--- config.mk ---
export PLATFORM = sky130hd
export DESIGN_NAME = raycast_frame_scheduler
export DESIGN_NICKNAME = d
export VERILOG_FILES = /design/src/rtl/raycast_frame_scheduler.sv
export SDC_FILE = /design/constraint.sdc
export NUM_CORES = 1
export LEC_CHECK = 0
export CORE_MARGIN = 1.5
export CORE_UTILIZATION = 46
export DETAILED_ROUTE_END_ITERATION = 10
export GPL_ROUTABILITY_DRIVEN = 0
export PLACE_DENSITY = 0.87
export SLEW_MARGIN = 20
export SYNTH_ARGS = -nofsm -noshare
export SYNTH_HDL_FRONTEND = slang
export SYNTH_SLANG_ARGS = --single-unit
--- constraint.sdc ---
create_clock -name clock -period 2.9 [get_ports clock]
set_input_delay 0.58 -clock clock [delete_from_list [all_inputs] [get_ports clock]]
set_output_delay 0.58 -clock clock [all_outputs]
set_load 0.005 [all_outputs]
--- src/rtl/raycast_frame_scheduler.sv ---
// Walks the slice calculator across every column of a frame and writes each slice into the column buffer.
// Each column costs BEGIN + k WAIT + WRITE cycles; end_calc is awaited, and the watchdog bounds the wait.
module raycast_frame_scheduler #(
  parameter int NUM_COLS = 160,
  parameter int TIMEOUT  = 4095,
  parameter int TO_W     = 12
) (
  input  logic               clock,
  input  logic               resetn,
  input  logic               frame_req,
  input  logic signed [12:0] playerX_in,
  input  logic signed [12:0] playerY_in,
  input  logic signed [9:0]  angle_X_in,
  input  logic signed [9:0]  angle_Y_in,
  output logic signed [12:0] playerX,
  output logic signed [12:0] playerY,
  output logic signed [9:0]  angle_X,
  output logic signed [9:0]  angle_Y,
  output logic [7:0]         column_count,
  output logic               begin_calc,
  input  logic               end_calc,
  input  logic [6:0]         slice_size,
  output logic               wr_en,
  output logic [7:0]         wr_addr,
  output logic [6:0]         wr_data,
  output logic               frame_busy,
  output logic               frame_done,
  output logic               timeout_err
);

  typedef enum logic [2:0] {
    S_IDLE,
    S_LATCH,
    S_BEGIN,
    S_WAIT,
    S_WRITE,
    S_DONE
  } state_t;

  localparam logic [7:0]      LAST_COL = 8'(NUM_COLS - 1);
  localparam logic [TO_W-1:0] WD_LAST  = TO_W'(TIMEOUT - 1);

  state_t          state_q;
  state_t          state_d;
  logic [TO_W-1:0] watchdog;
  logic [6:0]      slice_reg;

  always_ff @(posedge clock) begin
    if (!resetn) begin
      state_q <= S_IDLE;
    end else begin
      state_q <= state_d;
    end
  end

  always_comb begin
    state_d    = state_q;
    begin_calc = 1'b0;
    wr_en      = 1'b0;
    frame_done = 1'b0;
    frame_busy = 1'b1;
    case (state_q)
      S_IDLE: begin
        frame_busy = 1'b0;
        if (frame_req) state_d = S_LATCH;
      end
      S_LATCH: state_d = S_BEGIN;
      S_BEGIN: begin
        begin_calc = 1'b1;
        state_d    = S_WAIT;
      end
      // A result arriving on the watchdog's last cycle still counts as a real answer.
      S_WAIT: begin
        if (end_calc || (watchdog == WD_LAST)) state_d = S_WRITE;
      end
      S_WRITE: begin
        wr_en   = 1'b1;
        state_d = (column_count == LAST_COL) ? S_DONE : S_BEGIN;
      end
      S_DONE: begin
        frame_done = 1'b1;
        state_d    = S_IDLE;
      end
      default: state_d = S_IDLE;
    endcase
  end

  always_ff @(posedge clock) begin
    if (!resetn) begin
      playerX      <= '0;
      playerY      <= '0;
      angle_X      <= '0;
      angle_Y      <= '0;
      column_count <= '0;
      watchdog     <= '0;
      slice_reg    <= '0;
      timeout_err  <= 1'b0;
    end else begin
      case (state_q)
        S_LATCH: begin
          playerX      <= playerX_in;
          playerY      <= playerY_in;
          angle_X      <= angle_X_in;
          angle_Y      <= angle_Y_in;
          column_count <= '0;
          timeout_err  <= 1'b0;
        end
        S_BEGIN: watchdog <= '0;
        S_WAIT: begin
          if (end_calc) begin
            slice_reg <= slice_size;
          end else if (watchdog == WD_LAST) begin
            slice_reg   <= '0;
            timeout_err <= 1'b1;
          end else begin
            watchdog <= watchdog + TO_W'(1);
          end
        end
        S_WRITE: begin
          if (column_count != LAST_COL) column_count <= column_count + 8'd1;
        end
        default: ;
      endcase
    end
  end

  assign wr_addr = column_count;
  assign wr_data = slice_reg;

endmodule

=== Word level (Yosys, flattened, before mapping) ===
Cells that the tools add are included.

* Output and inout port bits: 74
* Logic and storage cells: 54
* Register bits after elaboration: 77

* Add/subtract/negate cells: 2
* Reduce and logical (&&, ||, !) cells: 11
* Eq/ne operators: 14
* Multiplexer cells: 18

{| class="wikitable"
|+ Operators by type and width
! kind !! number
|-
| $mux W12 || 2
|-
| $pmux W12 S2 || 1
|-
| $pmux W8 S2 || 1
|-
| $pmux W3 S5 || 1
|-
| $mux W7 || 2
|-
| $add A12 B1 Y12 const B || 1
|-
| $eq A12 B12 Y1 const B || 1
|-
| $ne A2 B2 Y1 const B || 6
|-
| $mux W3 || 3
|-
| $add A8 B1 Y8 const B || 1
|-
| $eq A8 B8 Y1 const B || 1
|-
| $mux W8 || 1
|-
| $ne A8 B8 Y1 const B || 1
|-
| $reduce_bool A2 Y1 || 4
|-
| $eq A3 B2 Y1 const B || 2
|-
| $eq A3 B3 Y1 const B || 2
|-
| $mux W1 || 6
|-
| $reduce_and A2 Y1 || 3
|-
| $reduce_and A3 Y1 || 2
|-
| $eq A3 B1 Y1 const B || 1
|-
| $logic_not A3 Y1 || 1
|-
| $pmux W1 S2 || 1
|-
| $logic_or A1 B1 Y1 || 1
|}

=== Longest topological paths before layout ===
Gate-level depths: netlist of run 1.

* Depth after elaboration: 4
* Gate-level depth with buffers: 7
* Gate-level depth less buffers: 6

=== Worst setup path before layout of run 1 ===
Ideal clock, no wire load.

* Path type: register to register
* Start: register watchdog[4]
* End: register watchdog[11]
* Setup time: 0.074 ns
* Arrival time: 1.631 ns
* Setup slack: 1.195 ns
* Cell stages (with the launch flop): 5
* Buffers on the path: 0
* Clock period less this slack: 1.705 ns
* Cell sequence: dfxtp_1 nand4_4 or4_1 or4_1 a31oi_1

* Longest elaborated chain between the ends: 4
* Elaborated cells between the ends (all ways): 7
* Those cells by class: add/sub (1); eq/ne (2); mux (3); reduce/logical (1)

{| class="wikitable"
|+ Ends and longest elaborated chain
! what !! RTL line !! source
|-
| from (decl) || 45 || <nowiki>logic [TO_W-1:0] watchdog;</nowiki>
|-
| from (signal assigned) || 116 || <nowiki>watchdog <= watchdog + TO_W'(1);</nowiki>
|-
| $add A12 B1 Y12 || 116 ||
|-
| $mux W12 || 112 || <nowiki>end else if (watchdog == WD_LAST) begin</nowiki>
|-
| $mux W12 || 110 || <nowiki>if (end_calc) begin</nowiki>
|-
| $pmux W12 S2 || 99 || <nowiki>case (state_q)</nowiki>
|}

Several ways; a longest one is shown, not always the timed one. The select of a mux whose other input is x is not followed.
A chain may end at the register's enable or synchronous reset.

=== Worst setup path in the final report of run 1 ===
* Start: register state_q[0]
* End: output wr_en

* Longest elaborated chain between the ends: 2

{| class="wikitable"
|+ Ends and longest elaborated chain
! what !! RTL line !! source
|-
| from (decl) || 43 || <nowiki>state_t state_q;</nowiki>
|-
| from (signal assigned) || 52 || <nowiki>state_q <= state_d;</nowiki>
|-
| $eq A3 B3 Y1 || 62 || <nowiki>case (state_q)</nowiki>
|-
| $mux W1 || 62 ||
|-
| to (decl) || 23 || <nowiki>output logic wr_en,</nowiki>
|}

No other way between the ends.

==> impl_summary.txt, run 1 <==
----------------------------------------------------
[Clock network]
  Max clock buf depth ... 2
  # clock sinks ... 77
  H-tree level count ... 3
  Post-CTS clock slew at the launch and capture registers of the worst setup and hold paths ... 0.08 ns
  CTS tree ... done
  Skew-Pair Late Insertion Delay ... 0.34 ns
  CTS root buf ... sky130_fd_sc_hd__clkbuf_8
  Post-cts resize count ... 0
  Number of buffers inserted to repair setup after CTS ... 0
  Hold Buf Count CTS ... 0
  Cts bufs inserted ... 9

[Timing]
  Portion of the clock cycle consumed by the worst path in the final layout ... 85.8%
  Worst relative slew slack ... 56.3%
  Number of hold violations in the final report ... 0
  Setup-violating endpoint count in the final report ... 0
  Slew of the pin with the lowest slew margin ... 0.653 ns
  Final slew viol count ... 0
  Setup clock skew after layout ... 0.00549 ns
  Fmax ... 0.402 GHz
  Min Clock Period, post-route ... 2.49 ns
  Total negative slack for setup checks ... 0 ns
  Setup repair after global routing missed its margin ... false

[Yosys]
  Register bit count reported by yosys ... 77
  Post-synthesis average cell area ... 8.08 um2
  Unique cell type count in the Yosys netlist ... 38
  Number of warning messages in the yosys log ... 0
  Synthesized instance count ... 393
  EDFF count, synth ... 0
  Synth Flop Type ... sky130_fd_sc_hd__dfxtp_1
  Async S/R FF share, synth ... 0%
  Net count after synthesis ... 453
  Post-synth design cell area ... 3180 um2
  Sequential-to-total area share from yosys stat ... 48.5%

[Routing]
  Final routed wire length divided by cell count ... 14.9 um
  Antenna Nets Post-Route ... 0
  Number of detailed-route iterations in the first pass ... 5
  Detailed-routing wirelength on met1 ... 3590 um
  Top layer in use ... met4
  Drt initial violations ... 161
  Met2 wirelength from detailed routing ... 4510 um
  Routed vias ... 3,244
  DRC violation count after routing ... 0
  Met3 routed WL ... 607 um
  Vias per inst ... 5.44
  Detailed-route wire length ... 8870 um

[Placed design]
  Placed Area ... 4490 um2
  Final HPWL DP ... 6230 um
  Count of port buffers added during placement ... 130

[Setup path]
  Dominant delay contributor by cell family on the critical path ... buffers and inverters
  Delay of the slowest critical-path stage ... 0.60 ns
  Worst-case reg-to-reg path depth ... 4
  Type of destination of the critical path ... primary output
  Reg2Reg Capture Point ... watchdog[5]
  Buffering stage count on the worst path with inverters included ... 1
  Crit path depth ... 2
  WP data required ... 2.32 ns
  Top fanout value on the critical path ... 14
  Worst setup path startpoint ... state_q[0]
  Crit path kind ... flop to primary output
  Startpoint kind of the worst setup timing path ... flop
  Worst r2r src ... state_q[0]
  Cell breakdown of the critical path ... nor3b_2 -> clkdlybuf4s50_1
  Slowest cell on the critical path ... sky130_fd_sc_hd__clkdlybuf4s50_1
  Data arrival at the endpoint of the critical path ... 1.91 ns
  Worst setup path end ... wr_en
  Worst R2R Setup Slack ... 0.91 ns

[Layout]
  Count of inserted antenna diode cells ... 0
  Growth of design area from synthesis to finish ... 47.2%
  Fraction of layout cells with a size suffix above 1 ... 5.62%
  Fraction of the core area covered by cells at the end of the flow ... 69.6%
  Net count of the finished layout ... 571
  Final instance area ... 4680 um2

[Die]
  Die width ... 86.1 um
  DIE HEIGHT ... 86.1 um
  Placement row count ... 30
  Starting density of the core ... 47.3%
  Die area ... 7410 um2
  Floorplan Core Area ... 6720 um2
  Number of primary I/O pins ... 131

[Pwr]
  Worst supply voltage drop on vdd ... 0.343 mV
  Switching power ... 0.000609 W
  Switching Share ... 26.6%
  Int Power ... 0.00168 W
  Leakage ... 1.62 nW
  Logic pwr share ... 16.9%
  Relative contribution of the clock network to total power ... 32.8%
  Pwr/cell area ... 489 nW/um2
  Reg power frac ... 50.2%

[Status]
  Run status ... finished, final reports clean

[Global route]
  Pin count of the biggest net entering global routing ... 48
  Global-route wire length before repair ... 14,000 um
  Total congestion overflow ... 0
  Gr usage total ... 23.7%
  Initial antenna violation count ... 0
  Vias in the first global route ... 3,014

[Run]
  Max cap viols ... 0

[Hold path]
  Class of the worst hold path ... flop to flop

----------------------------------------------------
==> logic make-up after synthesis <==
logic type                 count (synthesis)  share of synthesized area, %
and+or+nand+nor                          174                          25.8
xor gates and xnor gates                   4                          1.10
DFF                                       77                          48.5
buffers and inverters                     36                          5.20
adders and majority gates                  3                          1.18
AOI/OAI and AO/OA                         99                          18.2
==> how the worst min path moves through the flow <==
stage / cells after the start / to / slack (ns) / start
3_5_place_dp: 2 / playerX[0] / 0.45 / playerX[0]
4_1_cts: 2 / playerX[0] / 0.46 / playerX[0]
6_report: 2 / playerY[0] / 0.46 / playerY[0]
3_3_place_gp: 2 / playerY[12] / 0.44 / playerY[12]
5_1_grt: 2 / playerX[0] / 0.47 / playerX[0]
2_1_floorplan: 2 / angle_X[0] / 0.45 / angle_X[0]
==> cell type report <==
cell class | instances | area (um2)
Clock buffer | 11 | 151
Clock inverter | 5 | 35.0
Fill cell | 535 | 2040
Inverter | 6 | 22.5
Multi-Input combinational cell | 280 | 1470
Sequential cell | 77 | 1540
Tap cell | 80 | 100
Timing Repair Buffer | 137 | 1350
==> per-stage QoR <==
| step | hold WS, ns | power (W) | cells | setup slack (ns) |
|---|---|---|---|---|
| 6_report | 0.456 | 0.00229 | 596 | 0.411 |
| 5_1_grt | 0.472 | 0.00239 | 596 | 0.320 |
| 4_1_cts | 0.457 | 0.00231 | 596 | 0.416 |
| 3_5_place_dp | 0.446 | 0.00156 | 580 | 0.673 |
| 3_3_place_gp | 0.441 | 0.00155 | 580 | 0.729 |
| 2_1_floorplan | 0.453 | 0.00132 | 393 | 1.20 |
==> synthesized netlist by cell type, drive strengths merged (6+ instances only) <==
cell type	n	area share, %
nand2	104	12
dfxtp	77	49
a21oi	54	8.5
nand3	16	2.5
o21ai	16	2.5
buf	15	2.7
clkbuf	15	1.8
nor2	12	1.4
a31oi	8	1.6
a22o	7	1.9
nand4	7	1.9
and3	6	1.2
inv	6	0.71
nor4	6	1.4
==> worst register-to-register path: stages (launching register included) <==
cell	delay, ns
sky130_fd_sc_hd__dfxtp_1	0.59
sky130_fd_sc_hd__nand3b_1	0.25
sky130_fd_sc_hd__nor2_1	0.56
sky130_fd_sc_hd__a31oi_1	0.20
sky130_fd_sc_hd__a311oi_1	0.30
==> layout by cell type, fill, tap and decap left out, drive strengths merged, types with 2 or more instances in the layout <==
cell,Yosys,routed
clkdlybuf4s50,0,130
nand2,104,104
dfxtp,77,77
a21oi,54,54
nand3,16,16
o21ai,16,16
nor2,12,12
clkbuf,15,11
a31oi,8,8
a22o,7,7
buf,15,7
nand4,7,7
and3,6,6
nor4,6,6
inv,6,5
or3,4,4
and2,4,4
or4,4,4
xor2,4,4
clkinvlp,0,4
o311ai,3,3
o2111ai,3,3
ha,3,3
or2,2,2
nor2b,2,2
nand3b,2,2
o31ai,2,2
a311oi,2,2
o21a,2,2
clkinv,0,2
==> per-layer routing <==
metal / global-route usage (%) / vias to the layer above
li1: - / 1595
met1: 28.6 / 1516
met2: 39.4 / 114
met3: 8.08 / 19
met4: 8.50 / 0
met5: 0 / -
==> sequential cells by signal (all words and copies together), names as in the netlist <==
register      cells
watchdog         12
playerY          13
wr_data           7
playerX          13
state_q           3
angle_X          10
angle_Y          10
timeout_err       1
column_count      8
==> power by group through the flow <==
stage / Combinational, W / Sequential [W] / Clock, W
after floorplan: 0.000152 / 0.00117 / 0
after global placement: 0.000379 / 0.00117 / 0
after detailed placement: 0.000387 / 0.00117 / 0
after CTS: 0.000391 / 0.00115 / 0.000767
after global routing: 0.000422 / 0.00116 / 0.000813
final: 0.000388 / 0.00115 / 0.000752
Note: power is estimated with default switching activity, not from simulation.
==> run 2: changes to the inputs <==
--- a/config.mk
+++ b/config.mk
@@ -5,6 +5,7 @@
 export SDC_FILE = /design/constraint.sdc
 export NUM_CORES = 1
 export LEC_CHECK = 0
+export ABC_AREA = 0
 export CORE_MARGIN = 1.5
 export CORE_UTILIZATION = 46
 export DETAILED_ROUTE_END_ITERATION = 10
==> results of run 2 <==
The final DEF is identical to that of run 1; final timing and power are the same.
==> run 3: changes to the inputs <==
--- a/config.mk
+++ b/config.mk
@@ -5,7 +5,7 @@
 export SDC_FILE = /design/constraint.sdc
 export NUM_CORES = 1
 export LEC_CHECK = 0
-export ABC_AREA = 0
+export ABC_CLOCK_PERIOD_IN_PS = 2900
 export CORE_MARGIN = 1.5
 export CORE_UTILIZATION = 46
 export DETAILED_ROUTE_END_ITERATION = 10
==> results of run 3 <==
The final DEF is identical to that of run 1; final timing and power are the same.
